**src/rtl/keypad_scanner.sv**
```systemverilog
// keypad_scanner
//   Scans a 4x4 matrix keypad one row at a time, debounces a single pressed
//   key, and reports it once per press.
//
//   Ports
//     clk          system clock, all logic on its rising edge
//     rst          asynchronous active-low reset (deassertion synchronized)
//     enable       scanning allowed while high
//     col_matriz   keypad columns, active-low, asynchronous to clk
//     lin_matriz   keypad row drive, active-low, at most one bit low
//     key_code     code of the last accepted key, held until the next one
//     key_valid    one-cycle pulse in the cycle key_code takes a new value
//     key_held     high while the accepted key remains pressed
//     dbg_state_o  current FSM state (encoding of state_t)
//
//   Output protocol: key_valid/key_code form a valid-only stream with no
//   back-pressure. key_code is stable whenever key_valid is high, key_valid
//   is never high on two consecutive cycles, and a held key produces one
//   pulse only (no auto-repeat).
module keypad_scanner #(
  parameter int SCAN_TICKS      = 4,   // cycles each row is driven, 3..255
  parameter int DEBOUNCE_CYCLES = 20   // stable samples for press/release, 1..255
) (
  input  logic       clk,
  input  logic       rst,
  input  logic       enable,
  input  logic [3:0] col_matriz,
  output logic [3:0] lin_matriz,
  output logic [3:0] key_code,
  output logic       key_valid,
  output logic       key_held,
  output logic [2:0] dbg_state_o
);

  typedef enum logic [2:0] {
    IDLE     = 3'd0,
    SCAN     = 3'd1,
    DEBOUNCE = 3'd2,
    HELD     = 3'd3,
    RELEASE  = 3'd4
  } state_t;

  localparam logic [7:0] TICK_LAST = 8'(SCAN_TICKS - 1);
  localparam logic [7:0] DEB_MAX   = 8'(DEBOUNCE_CYCLES);

  // Reset: asserts immediately, releases two clock edges after rst rises.
  logic [1:0] rst_sync_q;
  logic       rst_n_int;

  always_ff @(posedge clk or negedge rst) begin
    if (!rst) rst_sync_q <= 2'b00;
    else      rst_sync_q <= {rst_sync_q[0], 1'b1};
  end

  assign rst_n_int = rst_sync_q[1];

  // Column synchronizer, preset to "no key" so reset never looks like a press.
  logic [3:0] col_s1_q, col_s2_q;

  always_ff @(posedge clk or negedge rst_n_int) begin
    if (!rst_n_int) begin
      col_s1_q <= 4'hF;
      col_s2_q <= 4'hF;
    end else begin
      col_s1_q <= col_matriz;
      col_s2_q <= col_s1_q;
    end
  end

  state_t     state_q, state_d;
  logic [1:0] row_q, row_d;
  logic [1:0] col_q, col_d;
  logic [7:0] tick_q, tick_d;
  logic [7:0] cnt_q, cnt_d;
  logic [3:0] code_q, code_d;
  logic       valid_q, valid_d;
  logic       held_q, held_d;

  always_ff @(posedge clk or negedge rst_n_int) begin
    if (!rst_n_int) begin
      state_q <= IDLE;
      row_q   <= 2'd0;
      col_q   <= 2'd0;
      tick_q  <= 8'd0;
      cnt_q   <= 8'd0;
      code_q  <= 4'h0;
      valid_q <= 1'b0;
      held_q  <= 1'b0;
    end else begin
      state_q <= state_d;
      row_q   <= row_d;
      col_q   <= col_d;
      tick_q  <= tick_d;
      cnt_q   <= cnt_d;
      code_q  <= code_d;
      valid_q <= valid_d;
      held_q  <= held_d;
    end
  end

  // Exactly one column low -> its index; anything else is "no single key".
  logic       one_low;
  logic [1:0] low_idx;

  always_comb begin
    one_low = 1'b1;
    low_idx = 2'd0;
    case (col_s2_q)
      4'b1110: low_idx = 2'd0;
      4'b1101: low_idx = 2'd1;
      4'b1011: low_idx = 2'd2;
      4'b0111: low_idx = 2'd3;
      default: one_low = 1'b0;
    endcase
  end

  // Column pattern the latched key produces while its row is driven.
  logic [3:0] key_pat;
  assign key_pat = ~(4'b0001 << col_q);

  // Saturating increment of the shared debounce/release counter.
  logic [7:0] cnt_inc;
  assign cnt_inc = (cnt_q < DEB_MAX) ? cnt_q + 8'd1 : cnt_q;

  logic [3:0] map_code;

  always_comb begin
    map_code = 4'h0;
    case ({row_q, col_q})
      4'h0: map_code = 4'h1;
      4'h1: map_code = 4'h2;
      4'h2: map_code = 4'h3;
      4'h3: map_code = 4'hA;
      4'h4: map_code = 4'h4;
      4'h5: map_code = 4'h5;
      4'h6: map_code = 4'h6;
      4'h7: map_code = 4'hB;
      4'h8: map_code = 4'h7;
      4'h9: map_code = 4'h8;
      4'hA: map_code = 4'h9;
      4'hB: map_code = 4'hC;
      4'hC: map_code = 4'hE;
      4'hD: map_code = 4'h0;
      4'hE: map_code = 4'hF;
      4'hF: map_code = 4'hD;
      default: map_code = 4'h0;
    endcase
  end

  always_comb begin
    state_d = state_q;
    row_d   = row_q;
    col_d   = col_q;
    tick_d  = tick_q;
    cnt_d   = cnt_q;
    code_d  = code_q;
    valid_d = 1'b0;
    held_d  = held_q;

    if (!enable) begin
      // Abort whatever is in progress; key_code is deliberately kept.
      state_d = IDLE;
      row_d   = 2'd0;
      tick_d  = 8'd0;
      cnt_d   = 8'd0;
      held_d  = 1'b0;
    end else begin
      case (state_q)
        IDLE: begin
          state_d = SCAN;
          row_d   = 2'd0;
          tick_d  = 8'd0;
        end

        SCAN: begin
          // Columns are only trusted on the last cycle of the row window,
          // after the synchronizer has flushed the previous row's response.
          if (tick_q < TICK_LAST) begin
            tick_d = tick_q + 8'd1;
          end else begin
            tick_d = 8'd0;
            if (one_low) begin
              state_d = DEBOUNCE;
              col_d   = low_idx;
              cnt_d   = 8'd0;
            end else begin
              row_d = row_q + 2'd1;
            end
          end
        end

        DEBOUNCE: begin
          if (col_s2_q == key_pat) begin
            cnt_d = cnt_inc;
            if (cnt_inc == DEB_MAX) begin
              state_d = HELD;
              code_d  = map_code;
              valid_d = 1'b1;
              held_d  = 1'b1;
            end
          end else begin
            state_d = SCAN;
            row_d   = row_q + 2'd1;
            tick_d  = 8'd0;
          end
        end

        HELD: begin
          if (col_s2_q == 4'hF) begin
            state_d = RELEASE;
            cnt_d   = 8'd0;
          end
        end

        RELEASE: begin
          if (col_s2_q == 4'hF) begin
            cnt_d = cnt_inc;
            if (cnt_inc == DEB_MAX) begin
              state_d = SCAN;
              held_d  = 1'b0;
              row_d   = row_q + 2'd1;
              tick_d  = 8'd0;
            end
          end else begin
            // Release glitch: back to HELD, no new key_valid.
            state_d = HELD;
          end
        end

        default: state_d = IDLE;
      endcase
    end
  end

  assign lin_matriz  = (state_q == IDLE) ? 4'hF : ~(4'b0001 << row_q);
  assign key_code    = code_q;
  assign key_valid   = valid_q;
  assign key_held    = held_q;
  assign dbg_state_o = state_q;

endmodule

```
**config.mk**
```make
export PLATFORM = sky130hd
export DESIGN_NAME = keypad_scanner
export DESIGN_NICKNAME = d
export VERILOG_FILES = /design/src/rtl/keypad_scanner.sv
export SDC_FILE = /design/constraint.sdc
export NUM_CORES = 1
export LEC_CHECK = 0
export ABC_CLOCK_PERIOD_IN_PS = 1700
export CORE_ASPECT_RATIO = 1.5
export CORE_MARGIN = 2
export CORE_UTILIZATION = 46
export DETAILED_ROUTE_END_ITERATION = 10
export PLACE_DENSITY = 0.71
export SLEW_MARGIN = 15
export SYNTH_ARGS = -nofsm -noshare
export SYNTH_HDL_FRONTEND = slang
export SYNTH_SLANG_ARGS = --single-unit
```
**constraint.sdc**
```tcl
create_clock -name clk -period 1.7 [get_ports clk]
set_input_delay 0.34 -clock clk [delete_from_list [all_inputs] [get_ports clk]]
set_output_delay 0.34 -clock clk [all_outputs]
set_load 0.01 [all_outputs]
```
== After elaboration in Yosys (flattened, before gate mapping) ==
Memories as Yosys holds them, arrays and structs flattened. A register that Yosys moved wholly into a read port is not among the register bits.
Cells that the tools add are included.

* Add/subtract/negate cells: 3
* $lt $le $gt $ge: 2
* Equality and inequality tests: 25
* Shift-type cells: 2
* Multiplexer cells: 43
* Bitwise logic cells: 3
* Reductions and logical operators: 10

{| class="wikitable"
|+ Operators by type and width
! operator !! count
|-
| $mux 8 || 12
|-
| $pmux 8 s4 || 2
|-
| $ne 3x3->1 const B || 9
|-
| $mux 3 || 8
|-
| $add 8x1->8 const B || 2
|-
| $eq 4x4->1 const B || 4
|-
| $pmux 3 s5 || 1
|-
| $mux 2 || 6
|-
| $reduce_and 4->1 || 3
|-
| $reduce_and 6->1 || 2
|-
| $mux 1 || 10
|-
| $ne 5x1->1 const B || 2
|-
| $reduce_and 5->1 || 2
|-
| $eq 8x5->1 const B || 1
|-
| $lt 8x2->1 const B || 1
|-
| $lt 8x5->1 const B || 1
|-
| $ne 4x4->1 const B || 2
|-
| $not 4->4 || 2
|-
| $pmux 2 s4 || 1
|-
| $shl 1x2->4 const A || 2
|-
| $eq 3x2->1 const B || 2
|-
| $pmux 2 s3 || 1
|-
| $eq 4x3->1 const B || 1
|-
| $eq 4x4->1 || 1
|-
| 10 further kinds || 10
|}

* Register bits: 35
* Memory bits (read-only): 64
* Memories kept: 1

{| class="wikitable"
|+ Memory list
! memory !! depth !! bits a word !! rd ports !! clocked after memory_dff !! write ports !! line !! text
|-
| (no name shown) || 16 || 4 || 1 || 1 || 0 || 129 || <nowiki>case ({row_q, col_q})</nowiki>
|}

== Depth between registers and ports, before layout ==
Gate-level depths: netlist of run 1.

* Depth after elaboration: 7
* Gate-level depth with buffers: 8
* Gate-level depth less buffers: 8

== Worst setup path after synthesis of run 1 ==
No wires, ideal clock.

* Path kind: reg-to-reg
* Start: register tick_q[0]
* End: register row_q[0]
* Setup time: 0.125 ns
* Arrival: 1.956 ns
* Required time: 1.575 ns
* Setup slack: -0.381 ns
* Stages on the path, launching flop included: 8
* Buffers on the path: 0
* Period minus slack after synthesis: 2.081 ns
* Cells stage by stage: dfrtp_1 ha_1 or4_4 nor4_4 nor3_1 a211oi_2 a211oi_1 mux2_2

* Cells in the longest elaborated chain, start to end: 3

{| class="wikitable"
|+ RTL lines
! item !! line !! text
|-
| from (decl) || 73 || <nowiki>logic [7:0] tick_q, tick_d;</nowiki>
|-
| from (signal assigned) || 93 || <nowiki>tick_q <= tick_d;</nowiki>
|-
| $lt 8x2->1 || 178 || <nowiki>if (tick_q < TICK_LAST) begin</nowiki>
|-
| $ne 3x3->1 (no source line) || n/a ||
|-
| $reduce_and 6->1 (no source line) || n/a ||
|-
| to (signal assigned) || 91 || <nowiki>row_q <= row_d;</nowiki>
|-
| to (decl) || 71 || <nowiki>logic [1:0] row_q, row_d;</nowiki>
|}

Every way passes these cells.
A chain may end at the register's enable or synchronous reset.

== Final worst setup path of run 1 ==
* Start: register tick_q[0]
* End: register tick_q[5]

* Cells in the longest elaborated chain, start to end: 4

{| class="wikitable"
|+ RTL lines
! item !! line !! text
|-
| $add 8x1->8 or $lt 8x2->1 (tied branches) || 179, 178 ||
|-
| $mux 8 * || 178 ||
|-
| $pmux 8 s4 * || 168 || <nowiki>case (state_q)</nowiki>
|-
| $mux 8 * || 160 || <nowiki>if (!enable) begin</nowiki>
|}

Every way passes the cells marked *; elsewhere a longest branch is shown, timed or not.

==> impl_results.md, run 1 <==
- Mapped Nets: about 220
- Most common cell after layout, fill and taps aside: buf_4
- CORE AREA: approximately 4500 um2
- Hold Path Class: input port to asynchronous set/reset pin
- CP Cell Sequence: ha_2 -> or4_4 -> nor4_4 -> buf_4 -> nor3_2 -> a211oi_2 -> buf_4 -> a21oi_2 -> a311oi_1
- 1st-pass router iterations: 4
- Seq/Total Area, Yosys: 46.4%
- Boundary Pins: 20
- Int Power: 0.00164 W
- Max-cap violations: 0
- Largest net degree at the start of global routing: 38
- Run status: complete, but fails checks
- Critical Path Most Common Cell: buf_4
- Hold WS: 193 ps
- Dpl hpwl: ~3500 um
- Final RePlAce weighted congestion: around 0.8
- Clock slew at reported path FFs: roughly 90 ps
- Wirelength, routed: 5280 um
- Achievable Freq: between 0.4 and 0.5 GHz
- N_diodes: 0
- Mean post-synth cell area: 10.4 um2
- Via count: around 1900
- Area of the multi-input gates: between 1000 and 1500 um2
- Clock share of power: a little over a third
- WP data required: 1900 ps
- DR vias/cell: ~5.6
- RSZ-0062 raised after global routing: yes
- Fill cell count: 320
- CTS tree: built
- Die W: slightly below 60 um
- Number of port buffers: 19
- Post-DRT Antenna Nets: 0
- GR Overflow Total: 0
- Critical path class: flip-flop to flip-flop
- Area Overhead vs Synth: 46.5%
- CP peak stage delay: approximately 520 ps
- Startpoint types: flip-flop
- Worst vdd ir: a little under 0.7 mV
- Placed cell count: between 300 and 400
- Pleak: 1.41 nW
- Cts bufs inserted: 5
- Combinational power share: around a fifth
- Initial Util: between 40 and 50%
- Crit path capture type: flip-flop
- Register area: between 900 and 1000 um2
- Initial antenna violation count: 0
- Clock latency on the worst-skew pair: 300 ps
- Cells after Synth: 204
- Clk buf depth: 2
- Slew Viols, Final: 0
- Part of the cycle the worst path needs: 124%
- DIE AREA: between 5000 and 6000 um2
- Distinct cells, synth: 49
- P_sw: 0.000650 W
- Total clock sinks: 39
- Synthesized area: ~2100 um2
- Tot Pwr: approximately 0.0023 W
- Post-layout min period: 2110 ps
- #FFs+latches synth: 39
- Skew final: 7.50 ps
- Fin. Hold Viols: 0
- DRC errors left: 0
- Switching portion of total power: 28.4%
- Core Rows: 30
- Die Y-Extent: ~87 um
- # H-tree levels: 2
- Root Driver: clkbuf_8
- Final Cell Area: between 3000 and 4000 um2
- Synth warn: 0
- CP max FO: 3
- Mean routed wirelength per cell: between 15 and 20 um
- Flop pwr share: between 40% and 50%
- Gr usage total: about 22%
- WP data arrival: ~2300 ps
- Setup_tns: -8140 ps
- Final setup margin: -410 ps
- Setup violators final: 28
- Most frequent cells in the layout: buf_4 (55), dfrtp_1 (27), nand2_1 (16), clkdlybuf4s50_1 (12), inv_1 (9)
- Placed inst area: between 2000 and 3000 um2
- Layout cells sized above 1: 47.6%
- First DRT Iteration DRCs: ~50
- Critical-path top delay cell: or4_4
- PD cells: between 700 and 800 nW/um2
- Vias in the first global route: roughly 1900
- First-pass GRT wire length: between 8000 and 9000 um
- Fin nets: about 300
- Violated checks: setup timing
- Post-route non-filler standard cell count: roughly 330
-- routing by layer --
metal	GRT usage (%)	wire length, um	vias to the layer above
met5	0	0	-
met4	11.5	184	0
met3	4.01	182	17
met2	36.6	2720	43
met1	25.0	2190	910
li1	-	-	890
-- worst paths after layout --
path	cells past startpoint	endpoint	slack (ps)	startpoint
worst min register to register	1	col_q[0]$_DFFE_PN0P_	290	rst_sync_q[1]$_DFF_PN0_
min in group clk	0	col_s2_q[1]$_DFF_PN1_	350	col_s1_q[1]$_DFF_PN1_
worst max-delay path	9	tick_q[5]$_DFFE_PN0P_	-410	tick_q[0]$_DFFE_PN0P_
worst min-delay path	1	rst_sync_q[0]$_DFF_PN0_	190	rst
max in group asynchronous	1	cnt_q[4]$_DFFE_PN0P_	1030	rst_sync_q[1]$_DFF_PN0_
worst max register to register	9	tick_q[5]$_DFFE_PN0P_	-410	tick_q[0]$_DFFE_PN0P_
-- power groups by stage --
stage	clock network, W	logic (W)	registers (W)
4_1_cts	0.000831	0.000471	0.000998
2_1_floorplan	0	0.000229	0.00103
6_report	0.000807	0.000484	0.000998
3_3_place_gp	0	0.000442	0.00101
5_1_grt	0.000859	0.000529	0.00100
3_5_place_dp	0	0.000445	0.00101
-- cell type report --
type | count | area share [%]
Clock buffer | 5 | 2.21
Clock inverter | 3 | 1.49
Inverter | 12 | 1.61
Multi-Input combinational cell | 147 | 40.0
Sequential cell | 39 | 31.8
Tap cell | 48 | 1.93
Timing Repair Buffer | 80 | 20.9
-- critical path, delay by kind of cell, from the launching register on --
kind	cells	cell delay, ps
AOI/OAI and AO/OA	3	410
adders and majority gates	1	180
buffers and inverters	2	340
DFF	1	390
and+or+nand+nor	3	710
-- what timing repair did --
item	4_1_cts	5_1_grt
pin swaps	10	5
endpoints found under the setup margin	35	30
hold buffers	0	0
gates resized for setup	47	16
gates cloned	0	0
buffers inserted	6	6
-- per-stage QoR --
stage / util (%) / setup WS (ps)
after floorplan: - / -358
after global placement: 61.7 / -346
after detailed placement: 61.7 / -428
after CTS: 67.7 / -392
after global routing: 69.7 / -526
final: 69.7 / -410
-- cells in the mapped netlist (all sizes together) --
cell     count  area (um2)
conb         1        3.75
a311oi       1        8.76
xor2         5        43.8
o211a        1        10.0
a21oi       10        53.8
nand2       20        77.6
dfrtp       31         776
nor4         2        27.5
and3         1        6.26
a22o         2        17.5
and4         1        10.0
o21ai       12        60.1
buf          3        15.0
o211ai       1        7.51
nand2b       3        18.8
a211oi       5        42.5
ha          11         138
clkbuf       3        11.3
o31ai        4        35.0
inv         12        45.0
dfstp        8         210
a21o         1        8.76
nor2b        8        50.1
nand3        5        25.0
nand4        4        25.0
o31a         1        8.76
mux2i        4        40.0
o311ai       1        16.3
o32ai        1        8.76
mux2         9         101
o2111ai      1        8.76
a41o         1        10.0
o21a         1        7.51
or4          1        11.3
and4b        1        10.0
o21bai       1        7.51
and2         3        18.8
or3          4        25.0
xnor2        1        8.76
nand4b       4        35.0
nor2         9        33.8
nor3         6        46.3
-- flip-flops by register name, indices dropped and copies added (netlist names), 3 cells and up --
register,flops
col_s2_q,4
col_s1_q,4
tick_q,8
key_code,4
dbg_state_o,3
cnt_q,8
-- logic make-up after synthesis --
family	Yosys count	share of synthesized area, %
multiplexers	13	6.66
adder cells (fa/ha/maj)	11	6.48
other	1	0.177
XOR/XNOR	6	2.47
buffers and inverters	18	3.36
AO/OA/AOI/OAI	44	14.7
flip-flops	39	46.4
AND/OR/NAND/NOR	72	19.8
(Power assumes the default switching activity.)
==> inputs of run 2 (changes only) <==
--- a/config.mk
+++ b/config.mk
@@ -5,12 +5,13 @@
 export SDC_FILE = /design/constraint.sdc
 export NUM_CORES = 1
 export LEC_CHECK = 0
-export ABC_CLOCK_PERIOD_IN_PS = 1700
+export ABC_CLOCK_PERIOD_IN_PS = 1800
 export CORE_ASPECT_RATIO = 1.5
 export CORE_MARGIN = 2
 export CORE_UTILIZATION = 46
 export DETAILED_ROUTE_END_ITERATION = 10
-export PLACE_DENSITY = 0.71
+export PLACE_DENSITY = 0.74
+export REMOVE_ABC_BUFFERS = 1
 export SLEW_MARGIN = 15
 export SYNTH_ARGS = -nofsm -noshare
 export SYNTH_HDL_FRONTEND = slang
==> constraint.sdc (replaced) <==
create_clock -name clk -period 1.8 [get_ports clk]
set_input_delay 0.36 -clock clk [delete_from_list [all_inputs] [get_ports clk]]
set_output_delay 0.36 -clock clk [all_outputs]
set_load 0.01 [all_outputs]
==> run 2 against run 1 <==
Effect of this change: the flow still finishes with violations (setup timing); via count unchanged; cell count down 0.30%; fmax down 0.40%; clock power down 25%; die area unchanged; flip-flop and latch count unchanged; sequential share of layout area down 0.56 points; non-clock buffer count down 1.
==> impl_results.md, run 2 (synthesized netlist as in run 1, its figures left out) <==
- Initial antenna violation count: 0 (unchanged)
- Worst vdd ir: 0.516 mV (was 0.691 mV)
- Violated checks: setup timing (unchanged)
- WP data arrival: 2360 ps (was 2310 ps)
- Clk buf depth: 2 (unchanged)
- Post-route non-filler standard cell count: 333 (was 334)
- Core Rows: 30 (unchanged)
- Hold Path Class: flip-flop to asynchronous set/reset pin (was input port to asynchronous set/reset pin)
- Placed cell count: 312 (was 315)
- CORE AREA: 4470 um2 (unchanged)
- RSZ-0062 raised after global routing: yes (unchanged)
- Initial Util: 47.6% (unchanged)
- Critical Path Most Common Cell: buf_4 (unchanged)
- Skew final: 7.60 ps (was 7.50 ps)
- Crit path buf inv count: 3 (was 2)
- WP data required: 2040 ps (was 1900 ps)
- Most frequent cells in the layout: buf_4 (53), dfrtp_1 (26), nand2_1 (16), clkdlybuf4s50_1 (14), inv_1 (9) (was buf_4 (55), dfrtp_1 (27), nand2_1 (16), clkdlybuf4s50_1 (12), inv_1 (9))
- Cts bufs inserted: 5 (unchanged)
- Clock latency on the worst-skew pair: 300 ps (about the same)
- Combinational power share: 23.5% (was 21.1%)
- Number of port buffers: 19 (unchanged)
- Vias in the first global route: 1843 (was 1909)
- Post-layout min period: 2120 ps (was 2110 ps)
- Achievable Freq: 0.472 GHz (was 0.474 GHz)
- CP max FO: 3 (unchanged)
- CP peak stage delay: 460 ps (was 520 ps)
- Mean routed wirelength per cell: 15.6 um (was 15.8 um)
- CTS tree: built (unchanged)
- Dpl hpwl: 3310 um (was 3470 um)
- CP Cell Sequence: buf_12 -> ha_4 -> xor2_1 -> nand4_1 -> buf_4 -> a211oi_4 -> buf_4 -> a41o_1 -> mux2_4 (was ha_2 -> or4_4 -> nor4_4 -> buf_4 -> nor3_2 -> a211oi_2 -> buf_4 -> a21oi_2 -> a311oi_1)
- Flop pwr share: 46.5% (was 43.6%)
- Final setup margin: -318 ps (was -410 ps)
- Area Overhead vs Synth: 49.4% (was 46.5%)
- Pleak: 1.43 nW (was 1.41 nW)
- Via count: 1860 (unchanged)
- Clock share of power: 29.9% (was 35.3%)
- First-pass GRT wire length: 8560 um (was 8500 um)
- 1st-pass router iterations: 4 (unchanged)
- Startpoint types: flip-flop (unchanged)
- Part of the cycle the worst path needs: 118% (was 124%)
- Slew margin rel.: between 60% and 70%
- Slew @ Worst Pin: ~560 ps
- Boundary Pins: 20 (unchanged)
- Largest net degree at the start of global routing: 15 (was 38)
- Final Util: 71.0% (was 69.7%)
- Top delay family on crit path: buffers and inverters (was simple AND/OR/NAND/NOR gates)
- DIE AREA: 5190 um2 (unchanged)
- Root Driver: clkbuf_8 (unchanged)
- Hold WS: 172 ps (was 193 ps)
- Setup violators final: 28 (unchanged)
- Slew Viols, Final: 0 (unchanged)
- Switching portion of total power: 30.3% (was 28.4%)
- Int Power: 0.00142 W (was 0.00164 W)
- Critical-path top delay cell: dfrtp_2 (was or4_4)
- # H-tree levels: 2 (unchanged)
- DR vias/cell: 5.59 (was 5.57)
- N_diodes: 0 (unchanged)
- Top flop regs: cnt_q: 8 flops, tick_q: 8 flops (unchanged)
- PD cells: 641 nW/um2 (was 735 nW/um2)
- Most common cell after layout, fill and taps aside: buf_4 (unchanged)
- Tot Pwr: 0.00203 W (was 0.00229 W)
- Die W: 59.5 um (unchanged)
- DRC errors left: 0 (unchanged)
- Layout cells sized above 1: 50.5% (was 47.6%)
- Die Y-Extent: 87.2 um (unchanged)
- P_sw: 0.000616 W (was 0.000650 W)
- GR Overflow Total: 0 (unchanged)
- Hold buffer count at CTS: 0 (unchanged)
- Final RePlAce weighted congestion: 0.871 (was 0.802)
- Post-DRT Antenna Nets: 0 (unchanged)
- Fill cell count: 292 (was 320)
- Gr usage total: 21.6% (was 21.5%)
- Critical path class: flip-flop to flip-flop (unchanged)
- Setup_tns: -5060 ps (was -8140 ps)
- Crit path capture type: flip-flop (unchanged)
- Max-cap violations: 0 (unchanged)
- Fin. Hold Viols: 0 (unchanged)
- Wirelength, routed: 5190 um (was 5280 um)
- Run status: complete, but fails checks (unchanged)
- Clock slew at reported path FFs: 80 ps (was 90 ps)
- Total clock sinks: 39 (unchanged)
- First DRT Iteration DRCs: 73 (was 51)
- Fin nets: 302 (was 303)
-- run 2: cell types whose count changed in the layout (fill, tap and decap cells not counted), sizes merged --
cell           before  now
clkdlybuf4s15       0    1
clkdlybuf4s50      12   14
inv                13   12
clkbuf              5    8
bufinv              1    0
buf                65   60
clkinv              0    2
dlygate4sd2         2    0
-- run 2: layout make-up --
type	count	area, um2	area share, %
inverter	12	50.0	1.58
tap	48	60.1	1.89
clock inverter	3	25.0	0.789
clock buffer	5	68.8	2.17
sequential	39	992	31.3
timing repair buffer	79	667	21.0
multi-input combinational	147	1310	41.3
-- run 2: power groups by stage --
stage / Sequential (W) / Combinational [W] / Clock, W
after floorplan: 0.000993 / 0.000182 / 0
after global placement: 0.000960 / 0.000393 / 0
after detailed placement: 0.000961 / 0.000396 / 0
after CTS: 0.000946 / 0.000444 / 0.000619
after global routing: 0.000954 / 0.000516 / 0.000661
final: 0.000947 / 0.000479 / 0.000609
-- run 2: repair_timing --
action / 4_1_cts / 5_1_grt
endpoints found under the hold margin: 0 / 0
gates resized for setup: 48 / 38
pin swaps: 18 / 13
endpoints found under the setup margin: 33 / 34
gates cloned: 0 / 0
setup buffers: 12 / 1
-- run 2: per-stage QoR --
| stage | instance area [um2] | worst slack, ps |
|---|---|---|
| floorplan | 2100 | -286 |
| global placement | 2700 | -313 |
| detailed placement | 2700 | -390 |
| CTS | 3050 | -314 |
| global route | 3170 | -406 |
| finish | 3170 | -318 |
-- run 2: final timing paths --
check                                           to                     from  slack [ps]  cells past startpoint
min                        key_code[0]$_DFFE_PN0P_  rst_sync_q[1]$_DFF_PN0_         170                      0
min reg2reg                key_code[0]$_DFFE_PN0P_  rst_sync_q[1]$_DFF_PN0_         170                      0
min in group clk           rst_sync_q[1]$_DFF_PN0_  rst_sync_q[0]$_DFF_PN0_         350                      0
max                           row_q[0]$_DFFE_PN0P_     col_q[0]$_DFFE_PN0P_        -320                      9
max reg2reg                   row_q[0]$_DFFE_PN0P_     col_q[0]$_DFFE_PN0P_        -320                      9
max in group asynchronous     col_q[1]$_DFFE_PN0P_  rst_sync_q[1]$_DFF_PN0_        1070                      1
-- run 2: per-layer routing --
| metal | GRT usage [%] | up-vias | routed length, um |
|---|---|---|---|
| met5 | 0 | - | 0 |
| met4 | 9.09 | 0 | 155 |
| li1 | - | 889 | - |
| met2 | 35.9 | 56 | 2690 |
| met3 | 3.86 | 14 | 182 |
| met1 | 27.3 | 901 | 2170 |
==> inputs of run 3 (changes only) <==
--- a/config.mk
+++ b/config.mk
@@ -6,6 +6,7 @@
 export NUM_CORES = 1
 export LEC_CHECK = 0
 export ABC_CLOCK_PERIOD_IN_PS = 1800
+export CAP_MARGIN = 25
 export CORE_ASPECT_RATIO = 1.5
 export CORE_MARGIN = 2
 export CORE_UTILIZATION = 46
==> results of run 3 <==
Final layout, timing and power as in run 2 (identical DEF).
